--- config.mk ---
export PLATFORM = sky130hd
export DESIGN_NAME = huff_stream_packer
export DESIGN_NICKNAME = d
export VERILOG_FILES = /design/src/rtl/huff_pkg.sv /design/src/rtl/huff_code_table.sv /design/src/rtl/huff_stream_packer.sv
export SDC_FILE = /design/constraint.sdc
export NUM_CORES = 1
export LEC_CHECK = 0
export BUFFER_PORTS_ARGS = -buffer_cell sky130_fd_sc_hd__buf_2
export CAP_MARGIN = 10
export CORE_AREA = 3 3 218 220
export CTS_BUF_LIST = sky130_fd_sc_hd__clkbuf_4 sky130_fd_sc_hd__clkbuf_8
export DETAILED_ROUTE_END_ITERATION = 12
export DIE_AREA = 0 0 221 223
export GPL_ROUTABILITY_DRIVEN = 0
export GPL_TIMING_DRIVEN = 0
export RECOVER_POWER = 25
export SLEW_MARGIN = 0
export SYNTH_ARGS = -nofsm -noshare
export SYNTH_HDL_FRONTEND = slang
export SYNTH_SLANG_ARGS = --single-unit
--- constraint.sdc ---
create_clock -name CLK -period 7.7 [get_ports CLK]
set_input_delay 1.54 -clock CLK [delete_from_list [all_inputs] [get_ports CLK]]
set_output_delay 1.54 -clock CLK [all_outputs]
set_load 0.03 [all_outputs]
--- src/rtl/huff_pkg.sv ---
// huff_pkg: shared definitions for the streaming Huffman packer.
//   DEF_SYM_W / DEF_MAX_LEN / DEF_LEN_W : default symbol, code and length widths
//   state_t      : packer state (RUN = packing, FLUSH = draining the final bits)
//   huff_entry_t : code-table entry layout at the default widths
//   nbits_w()    : width needed to express 0..out_w meaningful bits
package huff_pkg;

  localparam int DEF_SYM_W   = 4;
  localparam int DEF_MAX_LEN = 15;
  localparam int DEF_LEN_W   = 4;

  typedef enum logic {
    RUN,
    FLUSH
  } state_t;

  typedef struct packed {
    logic [DEF_MAX_LEN-1:0] code;
    logic [DEF_LEN_W-1:0]   len;
  } huff_entry_t;

  function automatic int nbits_w(input int out_w);
    return $clog2(out_w + 1);
  endfunction

endpackage

--- src/rtl/huff_code_table.sv ---
// huff_code_table: 2**SYM_W entry code table, synchronous write, combinational read.
//   CLK, RST      : clock, synchronous active-high reset (clears every entry, len=0)
//   we/waddr      : write strobe and symbol address
//   wcode/wlen    : right-aligned code and its length (0 = symbol invalid)
//   raddr         : lookup symbol
//   rcode/rlen    : looked-up code and length
module huff_code_table
  import huff_pkg::*;
#(
  parameter int SYM_W   = DEF_SYM_W,
  parameter int MAX_LEN = DEF_MAX_LEN,
  parameter int LEN_W   = DEF_LEN_W
) (
  input  logic               CLK,
  input  logic               RST,
  input  logic               we,
  input  logic [SYM_W-1:0]   waddr,
  input  logic [MAX_LEN-1:0] wcode,
  input  logic [LEN_W-1:0]   wlen,
  input  logic [SYM_W-1:0]   raddr,
  output logic [MAX_LEN-1:0] rcode,
  output logic [LEN_W-1:0]   rlen
);

  localparam int unsigned DEPTH = 2 ** SYM_W;

  // Same layout as huff_entry_t, sized by this instance's parameters.
  typedef struct packed {
    logic [MAX_LEN-1:0] code;
    logic [LEN_W-1:0]   len;
  } entry_t;

  entry_t mem [DEPTH];

  always_ff @(posedge CLK) begin
    if (RST) begin
      for (int unsigned i = 0; i < DEPTH; i++) begin
        mem[i[SYM_W-1:0]] <= '0;
      end
    end else if (we) begin
      mem[waddr] <= '{code: wcode, len: wlen};
    end
  end

  assign rcode = mem[raddr].code;
  assign rlen  = mem[raddr].len;

endmodule

--- src/rtl/huff_stream_packer.sv ---
// huff_stream_packer: looks symbols up in a loadable code table and packs the
// variable-length codes MSB-first into OUT_W-bit words.
//   CLK, RST                      : clock, synchronous active-high reset
//   tbl_we/tbl_addr/tbl_code/tbl_len : code-table write port (ignored while busy)
//   in_valid/in_ready/in_sym/in_last : symbol stream in
//   out_valid/out_ready/out_data/out_last/out_nbits : packed word stream out
//   err                           : sticky error (invalid symbol or rejected table write)
//   busy                          : a stream with at least one coded symbol is open
//   bit_count                     : code bits accepted in the current stream
//                                   (only when HUFF_BITCOUNT_EN is defined)
module huff_stream_packer
  import huff_pkg::*;
#(
  parameter int SYM_W   = DEF_SYM_W,
  parameter int MAX_LEN = DEF_MAX_LEN,
  parameter int LEN_W   = DEF_LEN_W,
  parameter int OUT_W   = 32,
  parameter int CNT_W   = 16
) (
  input  logic                        CLK,
  input  logic                        RST,
  input  logic                        tbl_we,
  input  logic [SYM_W-1:0]            tbl_addr,
  input  logic [MAX_LEN-1:0]          tbl_code,
  input  logic [LEN_W-1:0]            tbl_len,
  input  logic                        in_valid,
  output logic                        in_ready,
  input  logic [SYM_W-1:0]            in_sym,
  input  logic                        in_last,
  output logic                        out_valid,
  input  logic                        out_ready,
  output logic [OUT_W-1:0]            out_data,
  output logic                        out_last,
  output logic [nbits_w(OUT_W)-1:0]   out_nbits,
`ifdef HUFF_BITCOUNT_EN
  output logic [CNT_W-1:0]            bit_count,
`endif
  output logic                        err,
  output logic                        busy
);

  localparam int ACC_W  = OUT_W + MAX_LEN;
  localparam int FILL_W = $clog2(ACC_W + 1);
  localparam int NB_W   = nbits_w(OUT_W);
  localparam logic [FILL_W-1:0] FILL_OUT = FILL_W'(OUT_W);
  localparam logic [FILL_W-1:0] FILL_ACC = FILL_W'(ACC_W);

  state_t              state;
  logic [ACC_W-1:0]    acc;
  logic [FILL_W-1:0]   fill;

  logic [MAX_LEN-1:0]  rd_code;
  logic [LEN_W-1:0]    rd_len;
  logic [MAX_LEN-1:0]  code_mask;
  logic [FILL_W-1:0]   shamt;
  logic [ACC_W-1:0]    appended;
  logic                accept;
  logic                pop;
  logic                final_word;
  logic                tbl_wr_ok;

  assign tbl_wr_ok = !busy && (int'(tbl_len) <= MAX_LEN);

  huff_code_table #(
    .SYM_W   (SYM_W),
    .MAX_LEN (MAX_LEN),
    .LEN_W   (LEN_W)
  ) u_table (
    .CLK   (CLK),
    .RST   (RST),
    .we    (tbl_we && tbl_wr_ok),
    .waddr (tbl_addr),
    .wcode (tbl_code),
    .wlen  (tbl_len),
    .raddr (in_sym),
    .rcode (rd_code),
    .rlen  (rd_len)
  );

  // Handshake and output view are decoded from registered state only.
  assign in_ready   = (state == RUN) && (fill < FILL_OUT);
  assign accept     = in_valid && in_ready;
  assign final_word = (state == FLUSH) && (fill <= FILL_OUT);
  assign out_valid  = (state == FLUSH) || (fill >= FILL_OUT);
  assign out_data   = acc[ACC_W-1 -: OUT_W];
  assign out_last   = final_word;
  assign pop        = out_valid && out_ready;

  always_comb begin
    out_nbits = '0;
    if (final_word) begin
      out_nbits = NB_W'(fill);
    end else if (out_valid) begin
      out_nbits = NB_W'(OUT_W);
    end
  end

  // Bits above the code length are masked so the code lands directly below
  // the existing left-aligned bits without disturbing them.
  assign code_mask = ~({MAX_LEN{1'b1}} << rd_len);
  assign shamt     = FILL_ACC - fill - FILL_W'(rd_len);
  assign appended  = {{OUT_W{1'b0}}, rd_code & code_mask} << shamt;

  always_ff @(posedge CLK) begin
    if (RST) begin
      state <= RUN;
      acc   <= '0;
      fill  <= '0;
      busy  <= 1'b0;
      err   <= 1'b0;
    end else begin
      if (tbl_we && !tbl_wr_ok) begin
        err <= 1'b1;
      end
      if (accept) begin
        if (rd_len == '0) begin
          err <= 1'b1;
        end else begin
          acc  <= acc | appended;
          fill <= fill + FILL_W'(rd_len);
          busy <= 1'b1;
        end
        if (in_last) begin
          state <= FLUSH;
        end
      end else if (pop) begin
        if (final_word) begin
          state <= RUN;
          acc   <= '0;
          fill  <= '0;
          busy  <= 1'b0;
        end else begin
          acc  <= acc << OUT_W;
          fill <= fill - FILL_OUT;
        end
      end
    end
  end

`ifdef HUFF_BITCOUNT_EN
  // busy is low exactly between streams, so the first accept of a stream
  // restarts the count while the previous total stays visible until then.
  logic [CNT_W-1:0] cnt_base;
  logic [CNT_W:0]   cnt_sum;

  always_comb begin
    cnt_base = busy ? bit_count : '0;
    cnt_sum  = {1'b0, cnt_base} + (CNT_W+1)'(rd_len);
  end

  always_ff @(posedge CLK) begin
    if (RST) begin
      bit_count <= '0;
    end else if (accept) begin
      bit_count <= cnt_sum[CNT_W] ? '1 : cnt_sum[CNT_W-1:0];
    end
  end
`endif

endmodule

; Word level (Yosys, flattened, before mapping)
; Memory sizes are Yosys's and may differ from the RTL's.
; Cells that the tools add are included.
[op_classes]
shift = 2
n_eq_ne = 2
n_mul = 0
div_mod_pow = 0
add_sub_neg = 4
magnitude_cmp = 3
n_mux = 27
bitwise = 4
n_reduce_logical = 15
[op_table]
columns = op, n
row1 = two-way mux 47 bit, 4
row2 = OR 47 bit, 1
row3 = left shift 15 x 6 -> 47 bit, 1
row4 = two-way mux 6 bit, 6
row5 = two-way mux 19 bit, 1
row6 = OR reduction 19 bit, 1
row7 = bitwise AND 15 bit, 1
row8 = two-way mux 1 bit, 15
row9 = inverter 15 bit, 1
row10 = "left shift 15 x 4 -> 15 bit, first input constant", 1
row11 = adder 6 x 4 -> 6 bit, 1
row12 = "greater-or-equal comparator 6 bit, second input constant", 1
row13 = "<= comparator 6 bit, second input constant", 1
row14 = logical AND 1 bit, 6
row15 = "less-than comparator 6 bit, second input constant", 1
row16 = AND reduction 3 bit, 2
row17 = subtractor 6 x 4 -> 6 bit, 1
row18 = "subtractor 6 bit, first input constant", 1
row19 = "subtractor 6 bit, second input constant", 1
row20 = zero test 4 bit, 1
row21 = two-way mux 4 bit, 1
row22 = "!= test 2 bit, second input constant", 2
row23 = nonzero test 2 bit, 2
row24 = AND reduction 2 bit, 1
row25 = other kinds (3), 3
[totals]
out_inout_bits = 43
inputBits = 33
latch_bits = 0
reg_bits = 56
word_cells = 63
ram_bits = 304
rom_bits = 0
mem_count = 1
[memory_table]
columns = name, depth, width, read_ports, rd_ports_with_merged_regs, wr, line_no
row1 = u_table.mem, 16, 19, 1, 0, 16, huff_code_table.sv:33  ; entry_t mem [DEPTH];

; Logic depth before layout (Yosys ltp)
; An unclocked memory read counts as a cell.
[logic_depth]
ltp_word = 8
mapped_depth = 21
mapped_depth_nobuf = 17

; Hierarchy
; A second synthesis with hierarchy kept.
[unflattened]
cells_unflattened = 1460
area_unflattened_um2 = 18321.3
[modules_own_cells]
columns = mod, seq_area_each_um2, area_per_inst_um2, cells_per_inst, n_inst
row1 = huff_code_table, 9128.8, 13689.4, 861, 1
row2 = huff_stream_packer, 1121.1, 4631.9, 599, 1

; Worst setup path after synthesis
; No wires, ideal clock.
[synth_path]
kind = in2reg
start = in in_sym[2]
end = reg acc[44]
path_buffers = 2
slack_ps = 2175
arrival_time_ps = 5455
t_required_ps = 7630
setup_time_ps = 70
path_stages = 18
path_cell_list = buf_6 buf_6 mux4_2 mux2i_2 mux2i_2 ha_1 inv_1 ha_1 inv_1 fa_1 nor2b_1 o21ai_0 a21boi_0 o21ai_0 nor3_1 a221oi_1 a311o_1 a21oi_1
[synth_via]
elab_chain_len = 8
elab_cells_between_ends = 12
cone_classes = add/sub: 1 / eq/ne: 1 / shift: 2 / mux: 2 / bitwise: 3 / reduce/logical: 2 / memory: 1
[synth_rtl]
columns = element, line_no
row1 = start: declaration, huff_stream_packer.sv:28  ; input logic [SYM_W-1:0] in_sym,
row2 = memory read (16 x 19 bit) (*), --
row3 = left shift 15 x 4 -> 15 bit, huff_stream_packer.sv:100  ; assign code_mask = ~({MAX_LEN{1'b1}} << rd_len);
row4 = inverter 15 bit, huff_stream_packer.sv:100
row5 = bitwise AND 15 bit, huff_stream_packer.sv:102  ; assign appended = {{OUT_W{1'b0}}, rd_code & code_mask} << shamt;
row6 = left shift 15 x 6 -> 47 bit, huff_stream_packer.sv:102
row7 = OR 47 bit, huff_stream_packer.sv:119  ; acc <= acc | appended;
row8 = two-way mux 47 bit, huff_stream_packer.sv:116  ; if (rd_len == '0) begin
row9 = two-way mux 47 bit, huff_stream_packer.sv:115  ; if (accept) begin
row10 = end signal: assignment, huff_stream_packer.sv:119
row11 = end signal: assignment, huff_stream_packer.sv:133  ; acc <= acc << OUT_W;
row12 = end: declaration, huff_stream_packer.sv:49  ; logic [ACC_W-1:0] acc;
; Mark *: on every way between the ends. The rest lies on a longest branch, timed or not. The select of a mux whose other input is x is not followed.
; A chain may end at the register's enable or synchronous reset.

; Final worst setup path
[layout_path]
start = in in_sym[3]
end = reg acc[44]
; Same word-level chain as after synthesis.

==> results.py <==
metrics = {
    "critical_path": {
        "endpoint_kind": "flip-flop",
        "crit_path_start_kind": "primary input",
        "crit_buf_inv": 4,
        "rr_worst_depth": 16,
        "worst-path-max-fanout": 10,
        "r2r_start": "u_table.mem[6][0]$_SDFFCE_PN0P_",
        "cpMaxStageDelayCell": "nor3_1",
        "crit_type": "in -> reg",
        "rrSetupSlack_ns": 2.42,
        "critPathRequiredTime_ns": 8.30,
        "crit_chain": "buf_2 -> buf_2 -> mux4_1 -> mux2i_1 -> mux2i_2 -> ha_1 -> inv_1 -> ha_1 -> inv_1 -> fa_1 -> nor2b_1 -> o21ai_0 -> a21boi_0 -> o21ai_0 -> nor3_1 -> a221oi_1 -> a311o_1 -> a21oi_1",
        "crit_arrival_ns": 6.69,
        "cpLargestDelayFamily": "compound AO/OA/AOI/OAI gates",
        "r2r-end": "acc[44]$_SDFFE_PP0P_",
        "cp_slowest_stage_delay_ns": 0.77,
    },
    "detailed_routing": {
        "via_per_inst": 5.70,
        "wl_per_cell_um": 25.4,
        "drtPass1Iterations": 5,
        "routed_wl_mm": 56.9,
        "drt_iter0_drc": 1449,
        "ant_nets": 0,
        "dr_total_vias": 12700,
        "drc": 0,
    },
    "min_path": {
        "hold_start": "acc[23]$_SDFFE_PP0P_",
        "min_path_cells": 2,
        "holdPathEnd": "acc[23]$_SDFFE_PP0P_",
        "hold_class": "reg -> reg",
    },
    "placement": {
        "placed_area_um2": 19300,
        "hpwl_mm": 36.7,
        "place.port_buffers": 72,
        "post-place-ws_ns": 0.917,
    },
    "clocking": {
        "tritoncts": "done",
        "cts.repair.resized": 0,
        "clk_latency_ns": 0.69,
        "cts_hold_buf": 0,
        "cts_setup_buffers": 0,
        "cts_buffers": 61,
        "cts.htree.levels": 2,
        "clockBufferDepth": 3,
        "cts_sinks": 360,
        "cts.root.buffer_cell": "clkbuf_8",
        "path_clk_slew_ns": 0.06,
    },
    "cells_and_area": {
        "mostFrequentLayoutCells": "304 x edfxtp_1, 229 x and2_1, 115 x clkbuf_1",
        "nNetsFinal": 1641,
        "fillCellCount": 4280,
        "final_common_cell": "edfxtp_1",
        "drive_above_1_share_pct": 18.0,
        "fin_util_pct": 44.9,
        "final_area_um2": 20400,
        "area_growth_pct": 12.3,
    },
    "sta": {
        "tightestPinTransition_ns": 1.39,
        "tns_ns": 0,
        "setup_viol": 0,
        "max_slew_margin_pct": 7.45,
        "postLayoutSetupSlackWorst_ns": 1.61,
        "worst_clock_skew_ns": 0.0687,
        "rsz0062_at_grt": "false",
        "finalHoldViolCount": 0,
        "fin_crit_ns": 6.09,
        "slew_viol_final": 0,
        "post-route-period-util_pct": 79.1,
        "max_freq_mhz": 164,
    },
    "synth": {
        "synthDistinctLibCells": 75,
        "postSynthCellCount": 1459,
        "synth.cell_area_um2": 18200,
        "synth-seq-cells": 360,
        "syn-num-nets": 1505,
        "ys.flop_type": "edfxtp_1",
        "avgSynthCellArea_um2": 12.5,
        "async_flop_share_pct": 0,
        "synth-edff-count": 304,
        "seq_area_frac_synth_pct": 56.4,
        "synth_warnings": 0,
    },
    "power": {
        "power_density_nw_per_um2": 244,
        "max-vdd-ir-drop_mv": 0.134,
        "p_leak_nw": 7.50,
    },
    "floorplan": {
        "fp.dieW_um": 221,
        "start_util_pct": 40.0,
        "coreArea_um2": 45500,
        "fp-row-count": 78,
        "die_h_um": 223,
        "num_io_pins": 76,
        "dieArea_um2": 49300,
    },
    "global_route": {
        "overflow": 0,
        "first_global_vias": 12500,
        "grt_pass1_wl_mm": 82.5,
        "antenna_found_initial": 2,
        "grt_use_total_pct": 22.7,
        "grt_max_degree": 20,
    },
    "outcome": {
        "outcome": "completed",
    },
    "run": {
        "cap_violations": 0,
    },
}
## Yosys cell counts, types with 4 or more instances
cell type	number	share of area (%)
a31o_2	4	0.19
nand2_1	65	1.3
ha_1	11	0.76
and3_1	6	0.21
mux4_2	64	7.9
o31ai_1	6	0.25
a22oi_1	17	0.70
mux2i_1	42	2.3
edfxtp_1	304	50
o22ai_1	13	0.45
o21ai_1	4	0.11
o21ai_0	16	0.44
a22o_1	6	0.29
mux2_2	4	0.25
o211ai_1	11	0.45
a211o_1	4	0.19
xnor2_1	4	0.19
clkbuf_1	77	1.6
mux4_1	5	0.72
or3_1	5	0.17
buf_2	15	0.41
or2_2	20	0.69
a211oi_1	12	0.50
a31oi_1	9	0.31
and2_1	309	11
nor4_1	6	0.21
buf_6	7	0.43
a21o_1	9	0.37
a21oi_1	56	1.5
nor3_1	24	0.66
nand2b_1	8	0.28
buf_4	38	1.6
nor2b_1	15	0.52
a221oi_1	16	0.77
nand3_1	27	0.74
nor2_1	82	1.7
nand4_1	6	0.21
dfxtp_1	56	6.2
inv_1	18	0.37
## cells by family (layout without fill, tap and decap cells)
| kind of cell | Yosys count | after routing | share of synthesized area, % |
|---|---|---|---|
| simple gates | 583 | 583 | 17.8 |
| other cells | 0 | 2 | 0 |
| buf+inv | 164 | 341 | 4.87 |
| flops | 360 | 360 | 56.4 |
| fa+ha+maj | 13 | 13 | 0.978 |
| mux | 117 | 117 | 11.4 |
| xor+xnor | 5 | 5 | 0.241 |
| compound gates | 217 | 217 | 8.37 |
## final cells by class
cell class	instances	area [um2]	area share, %
multi-input cells	935	7040	34.5
clock inverters	17	115	0.564
inverters	22	82.6	0.405
clock buffers	87	1040	5.10
plain buffers	142	802	3.93
repair buffers	73	320	1.57
diodes	2	5.00	0.0245
flip-flops and latches	360	10200	50.2
well taps	600	751	3.68
## how the worst max path moves through the flow
stage	startpoint	end	slack, ns	cells after the start
2_1_floorplan	in_sym[2]	acc[44]$_SDFFE_PP0P_	2.18	18
3_3_place_gp	in_sym[3]	acc[19]$_SDFFE_PP0P_	0.91	17
3_5_place_dp	in_sym[3]	acc[19]$_SDFFE_PP0P_	0.92	17
4_1_cts	in_sym[3]	acc[19]$_SDFFE_PP0P_	1.62	17
5_1_grt	in_sym[3]	acc[44]$_SDFFE_PP0P_	1.32	18
6_report	in_sym[3]	acc[44]$_SDFFE_PP0P_	1.61	18
## state kept, by name, summed over array words and instances, names as in the netlist
register     cells
err              1
state            1
fill             6
acc             47
busy             1
u_table.mem    304
## routing by layer
metal  vias up  share of wire [%]  track usage (%)
met5         -               0.17             1.17
met4         5                4.4             10.4
met3       139                8.7             5.30
met2       623                 46             35.8
met1      6363                 41             29.7
li1       5619                  -                -
## stage by stage
step	power [W]	hold WS, ns	cells
2_1_floorplan	0.00298	0.425	1459
3_3_place_gp	0.00330	0.440	2131
3_5_place_dp	0.00331	0.448	2131
4_1_cts	0.00498	0.462	2235
5_1_grt	0.00516	0.484	2236
6_report	0.00498	0.461	2238
## where the power goes
part           internal (W)  total (W)  switching (W)
clock              0.000897    0.00169       0.000790
combinational      0.000333    0.00105       0.000719
sequential          0.00220    0.00224      0.0000385
total               0.00343    0.00498        0.00155
## tightest hold or removal path, delay by kind of cell (launching register included)
family / cells / cell delay [ns]
compound gates: 1 / 0.06
buf+inv: 1 / 0.05
flops: 1 / 0.31
Note: power is estimated with default switching activity, not from simulation.
